$ cat config.mk
export PLATFORM = sky130hd
export DESIGN_NAME = board_scanner
export DESIGN_NICKNAME = d
export VERILOG_FILES = /design/src/rtl/board_scanner.sv
export SDC_FILE = /design/constraint.sdc
export NUM_CORES = 2
export LEC_CHECK = 0
export CAP_MARGIN = 20
export CELL_PAD_IN_SITES_DETAIL_PLACEMENT = 1
export CELL_PAD_IN_SITES_GLOBAL_PLACEMENT = 2
export CORE_MARGIN = 5
export CORE_UTILIZATION = 33
export DETAILED_ROUTE_END_ITERATION = 7
export PLACE_DENSITY = 0.91
export SETUP_SLACK_MARGIN = 0.1
export SKIP_CTS_REPAIR_TIMING = 1
export SLEW_MARGIN = 20
export SYNTH_ARGS = -nofsm -noshare
export SYNTH_HDL_FRONTEND = slang
export SYNTH_SLANG_ARGS = --single-unit
export TNS_END_PERCENT = 5
$ cat constraint.sdc
create_clock -name clk -period 53.5 [get_ports clk]
set_clock_uncertainty 0.15 [all_clocks]
set_input_delay 10.7 -clock clk [delete_from_list [all_inputs] [get_ports clk]]
set_output_delay 10.7 -clock clk [all_outputs]
set_load 0.02 [all_outputs]
$ cat src/rtl/board_scanner.sv
// ---------------------------------------------------------------------------
// board_scanner
//
// Read-side counterpart of the board update path. On a frame request it
// snapshots the packed 81-cell board and visibility vectors, then streams
// one cell per valid/ready handshake in row-major order to the render
// driver. At frame end it publishes the number of revealed cells and a
// solved flag for the game FSM.
//
// Optional feature macro: SCANNER_HINT_EN
//    defined   : cell_match flags revealed cells whose digit equals the
//                live selected_number
//    undefined : cell_match is tied to 0, no comparator is built
//
// Parameters
//    HIDDEN_DIGIT    digit reported for cells with visibility code 2'b00
//    AUTO_RESTART    when 1, a new frame starts the cycle after frame_done
//
// Ports
//    clk, reset        system clock, asynchronous active-high reset
//    start             frame request, only looked at in IDLE
//    board             cell k digit at board[4k +: 4], k = 9*row + col
//    visibilities      cell k code at visibilities[2k +: 2]
//                      (00 hidden, 01 cursor, 10 error, 11 revealed)
//    selected_number   number currently chosen by the player
//    cell_valid/ready  beat handshake towards the render driver
//    cell_row/col      position of the current beat (0..8)
//    cell_digit        digit of the current beat, HIDDEN_DIGIT if hidden
//    cell_style        visibility code of the current beat
//    cell_match        hint flag (see macro above)
//    busy              high while a frame is being streamed
//    frame_done        one-cycle pulse at frame end
//    revealed_count    revealed cells in the last completed frame
//    solved            revealed_count == 81 for the last completed frame
// ---------------------------------------------------------------------------
module board_scanner #(
   parameter logic [3:0] HIDDEN_DIGIT = 4'd0,
   parameter bit         AUTO_RESTART = 1'b0
) (
   input  logic         clk,
   input  logic         reset,
   input  logic         start,
   input  logic [323:0] board,
   input  logic [161:0] visibilities,
   input  logic [3:0]   selected_number,
   output logic         cell_valid,
   input  logic         cell_ready,
   output logic [3:0]   cell_row,
   output logic [3:0]   cell_col,
   output logic [3:0]   cell_digit,
   output logic [1:0]   cell_style,
   output logic         cell_match,
   output logic         busy,
   output logic         frame_done,
   output logic [6:0]   revealed_count,
   output logic         solved
);

   typedef enum logic [1:0] {IDLE, SCAN, DONE} state_t;

   state_t         state;
   logic [323:0]   board_snap;
   logic [161:0]   vis_snap;
   logic [3:0]     row_cnt;
   logic [3:0]     col_cnt;
   logic [6:0]     cell_idx;
   logic [6:0]     acc;

   logic [3:0]     raw_digit;
   logic [1:0]     raw_style;
   logic           xfer;
   logic           last_cell;
   logic [6:0]     acc_next;

   // The current beat is read straight out of the snapshot using a linear
   // cell index kept alongside row/col, which avoids a 9*row+col multiply.
   // Outside a frame the beat fields are forced to 0 so idle outputs are clean.
   always_comb begin
      raw_digit = board_snap[{cell_idx, 2'b00} +: 4];
      raw_style = vis_snap[{cell_idx, 1'b0} +: 2];
      xfer      = cell_valid && cell_ready;
      last_cell = (row_cnt == 4'd8) && (col_cnt == 4'd8);
      acc_next  = acc + {6'd0, (raw_style == 2'b11)};
      cell_row  = row_cnt;
      cell_col  = col_cnt;
      cell_style = cell_valid ? raw_style : 2'b00;
      if (!cell_valid)
         cell_digit = 4'd0;
      else if (raw_style == 2'b00)
         cell_digit = HIDDEN_DIGIT;
      else
         cell_digit = raw_digit;
   end

`ifdef SCANNER_HINT_EN
   // The hint uses the live selected_number so a change of selection shows
   // up on the very next beat without waiting for a new frame.
   assign cell_match = (cell_style == 2'b11) && (cell_digit == selected_number);
`else
   logic unused_selected;
   assign unused_selected = ^selected_number;
   assign cell_match      = 1'b0;
`endif

   // Main FSM. A frame start (from IDLE, or from DONE when auto-restarting)
   // latches the inputs and clears counters and the accumulator on the same
   // edge, so cell 0 is presented on the following cycle. The frame result is
   // loaded on the edge that transfers cell 80, so revealed_count and solved
   // are already valid while frame_done is high.
   always_ff @(posedge clk or posedge reset) begin
      if (reset) begin
         state          <= IDLE;
         board_snap     <= '0;
         vis_snap       <= '0;
         row_cnt        <= 4'd0;
         col_cnt        <= 4'd0;
         cell_idx       <= 7'd0;
         acc            <= 7'd0;
         cell_valid     <= 1'b0;
         busy           <= 1'b0;
         frame_done     <= 1'b0;
         revealed_count <= 7'd0;
         solved         <= 1'b0;
      end else begin
         case (state)
            IDLE: begin
               frame_done <= 1'b0;
               if (start) begin
                  state      <= SCAN;
                  board_snap <= board;
                  vis_snap   <= visibilities;
                  row_cnt    <= 4'd0;
                  col_cnt    <= 4'd0;
                  cell_idx   <= 7'd0;
                  acc        <= 7'd0;
                  cell_valid <= 1'b1;
                  busy       <= 1'b1;
               end
            end
            SCAN: begin
               if (xfer) begin
                  acc <= acc_next;
                  if (last_cell) begin
                     state          <= DONE;
                     row_cnt        <= 4'd0;
                     col_cnt        <= 4'd0;
                     cell_idx       <= 7'd0;
                     cell_valid     <= 1'b0;
                     busy           <= 1'b0;
                     frame_done     <= 1'b1;
                     revealed_count <= acc_next;
                     solved         <= (acc_next == 7'd81);
                  end else begin
                     cell_idx <= cell_idx + 7'd1;
                     if (col_cnt == 4'd8) begin
                        col_cnt <= 4'd0;
                        row_cnt <= row_cnt + 4'd1;
                     end else begin
                        col_cnt <= col_cnt + 4'd1;
                     end
                  end
               end
            end
            DONE: begin
               frame_done <= 1'b0;
               if (AUTO_RESTART) begin
                  state      <= SCAN;
                  board_snap <= board;
                  vis_snap   <= visibilities;
                  row_cnt    <= 4'd0;
                  col_cnt    <= 4'd0;
                  cell_idx   <= 7'd0;
                  acc        <= 7'd0;
                  cell_valid <= 1'b1;
                  busy       <= 1'b1;
               end else begin
                  state <= IDLE;
               end
            end
            default: begin
               state      <= IDLE;
               cell_valid <= 1'b0;
               busy       <= 1'b0;
               frame_done <= 1'b0;
            end
         endcase
      end
   end

endmodule

==> results by group <==
Outcome
  – Status: complete, no violations

CTS
  – Clk slew on worst S/H paths: 60 ps
  – Maximum clock path buffer count: 3
  – CTS Buf Count: 57
  – CTS H-Tree Depth: 2
  – CTS Sinks: between 500 and 600
  – Clk_lat worst skew: between 600 and 700 ps
  – CTS tree: built
  – Root Buffer: clkbuf_16

Worst setup path
  – Worst-path maximum fanout: 54
  – Required @ worst endpoint: between 40000 and 50000 ps
  – Critical Path AT: 6490 ps
  – Crit Path Class: flip-flop to primary output
  – Startpoint types: flip-flop
  – Worst Setup End Kind: primary output

Detailed routing
  – WL final: approximately 91 mm
  – 1st-pass router iterations: 4
  – Vias: 20400
  – Routed Antenna Nets: 0
  – Wire per inst: between 20 and 25 µm
  – Vias per cell: 4.99
  – Drt first-iter violations: 1454
  – # DRC: 0

Die
  – DIE AREA: 0.0783 mm²
  – Die span in x: approximately 280 µm
  – Die Y: approximately 280 µm
  – I/O Pins: 520
  – # rows: 99
  – Starting Density: 0.331
  – CORE AREA: 0.0726 mm²

Synthesis
  – Area contributors post-synth: dfrtp_1, nand2_1, mux4_2
  – Synthesized area: 0.0240 mm²
  – YS warnings: 0
  – Main synth FF type: dfrtp_1
  – Synth Net Count: around 3100
  – Post-synth top area cell: dfrtp_1
  – Yosys top cell area share: 0.542
  – Synth cell count leaders: nand2_1, dfrtp_1, clkbuf_1
  – Most frequent cell after synthesis: nand2_1
  – Post-synth ARST share: 1.00
  – Post-synth EDFFs: 0
  – Yosys cell types: 63
  – Post-synthesis sequential area ratio: 0.542
  – Syn Inst Count: ~2600
  – Mapped Avg Cell Area: 9.15 µm²
  – Synthesized flop and latch total: 520

Global route
  – Gr usage total: 0.228
  – Wire length of the first global-routing pass: 138 mm
  – Largest net degree at the start of global routing: 228
  – Vias in the first global route: 22900
  – Total global routing overflow: 0
  – Initial antenna violation count: 37

Placed design
  – GP Congestion: 0.817
  – HPWL after DPL: 64.5 mm
  – Port Buffer Count: a little over 500

Run
  – Max-Cap Viols: 0

Timing
  – Max Clk Rate: 57.7 MHz
  – RSZ-0062 raised after global routing: no
  – Period utilisation layout: 0.324
  – Min Hold Slack: 316 ps
  – Slew Limit Fails: 0
  – Crit path time final: ~17000 ps
  – Max-slew headroom at the worst pin: 0.307
  – Worst-margin pin slew: roughly 1000 ps
  – Setup_tns: 0 ps
  – Final hold violations: 0
  – Count of final setup violators: 0

Power
  – Pwr/cell area: 44.3 mW/mm²
  – Leakage: 15.5 nW
  – VDD IR max: 0.0332 mV

Finish
  – Syn-to-layout area delta: 33.0%
  – Layout cell share with drive strength beyond 1: 0.0767
  – Final Net Count: approximately 3600

Min path
  – Worst min path class: flip-flop to flip-flop
[per-stage QoR]
stage	util	power, mW	setup WS, ps	area [µm²]	cells
2_1_floorplan	-	0.802	28120	24000	2624
3_3_place_gp	0.411	0.989	36790	29800	3956
3_5_place_dp	0.411	1.01	36780	29800	3956
4_1_cts	0.438	1.43	36100	31800	4060
5_1_grt	0.440	1.49	35880	31900	4081
6_report	0.440	1.42	36160	31900	4088
[flip-flops by register name (all words and copies together), names as in the netlist]
name / cells
frame_done: 1
acc: 7
board_snap: 324
solved: 1
state: 2
cell_idx: 7
vis_snap: 162
cell_row: 4
busy: 1
revealed_count: 7
cell_col: 4
[placed cells by master (no fill, tap or decap), types with 4 or more instances in the layout]
master	synthesis	final
a211oi_1	6	6
a21oi_1	23	23
a22o_1	4	4
a22oi_1	15	15
and2_1	7	7
and3_1	6	6
buf_4	17	19
buf_6	6	4
bufinv_16	0	9
clkbuf_1	111	9
clkbuf_16	0	57
clkbuf_8	0	9
clkdlybuf4s50_1	0	514
clkinv_2	0	12
clkinvlp_4	0	5
dfrtp_1	520	516
diode_2	0	27
ha_1	7	7
inv_1	9	8
mux2_2	10	10
mux2i_1	69	69
mux4_2	94	94
nand2_1	1499	1499
nand2b_1	8	7
nand3_1	14	14
nand4_1	4	4
nand4b_1	4	4
nor2_1	30	29
nor2b_1	13	12
nor3_1	9	9
nor4_1	6	6
o211ai_1	6	6
o21ai_0	28	28
o221ai_1	6	6
o22ai_1	8	8
o31ai_1	5	5
xor2_1	7	7
[path summary, 6_finish.rpt]
path / slack (ps) / cells past startpoint / from / end
min reg2reg: 320 / 2 / board_snap[296] / board_snap[296]
max reg2reg: 47080 / 16 / cell_idx[1] / solved
min: 320 / 2 / board_snap[296] / board_snap[296]
max in group asynchronous: 39780 / 5 / reset / board_snap[294]
max: 36160 / 10 / cell_idx[1] / cell_digit[1]
min in group asynchronous: 10470 / 2 / reset / vis_snap[137]
[per-layer routing]
layer,vias up,global-route usage,share of wire
met5,-,0,0.0013
met4,16,0.0748,0.030
met3,149,0.0530,0.060
met2,520,0.393,0.51
met1,10300,0.286,0.40
li1,9373,-,-
[logic make-up after synthesis]
kind of cell	share of synthesized area
compound gates	0.0345
xor+xnor	0.00365
other cells	0.000156
buf+inv	0.0331
mux	0.122
simple gates	0.262
fa+ha+maj	0.00365
flops	0.542
[final cells by class]
cell class / count / area, µm²
Antenna cell: 27 / 67.6
Clock buffer: 75 / 1580
Clock inverter: 29 / 394
Fill cell: 8237 / 40600
Inverter: 10 / 45.0
Multi-Input combinational cell: 1928 / 10200
Sequential cell: 520 / 13000
Tap cell: 959 / 1200
Timing Repair Buffer: 540 / 5400
[power by group]
group	internal [mW]	leakage [nW]	total, mW	switching, mW
combinational	0.202	7.86	0.464	0.262
sequential	0.469	6.69	0.531	0.0626
clock	0.251	0.966	0.420	0.168
[worst max-delay path, stage by stage (launching register included)]
cell,delay (ps)
dfrtp_4,840
buf_4,730
buf_4,860
mux4_2,390
mux4_2,250
nor2_1,40
or4_1,510
o21ai_0,540
and4bb_1,380
nor3b_1,380
clkdlybuf4s50_1,770
Power figures use the tool's default switching activity.
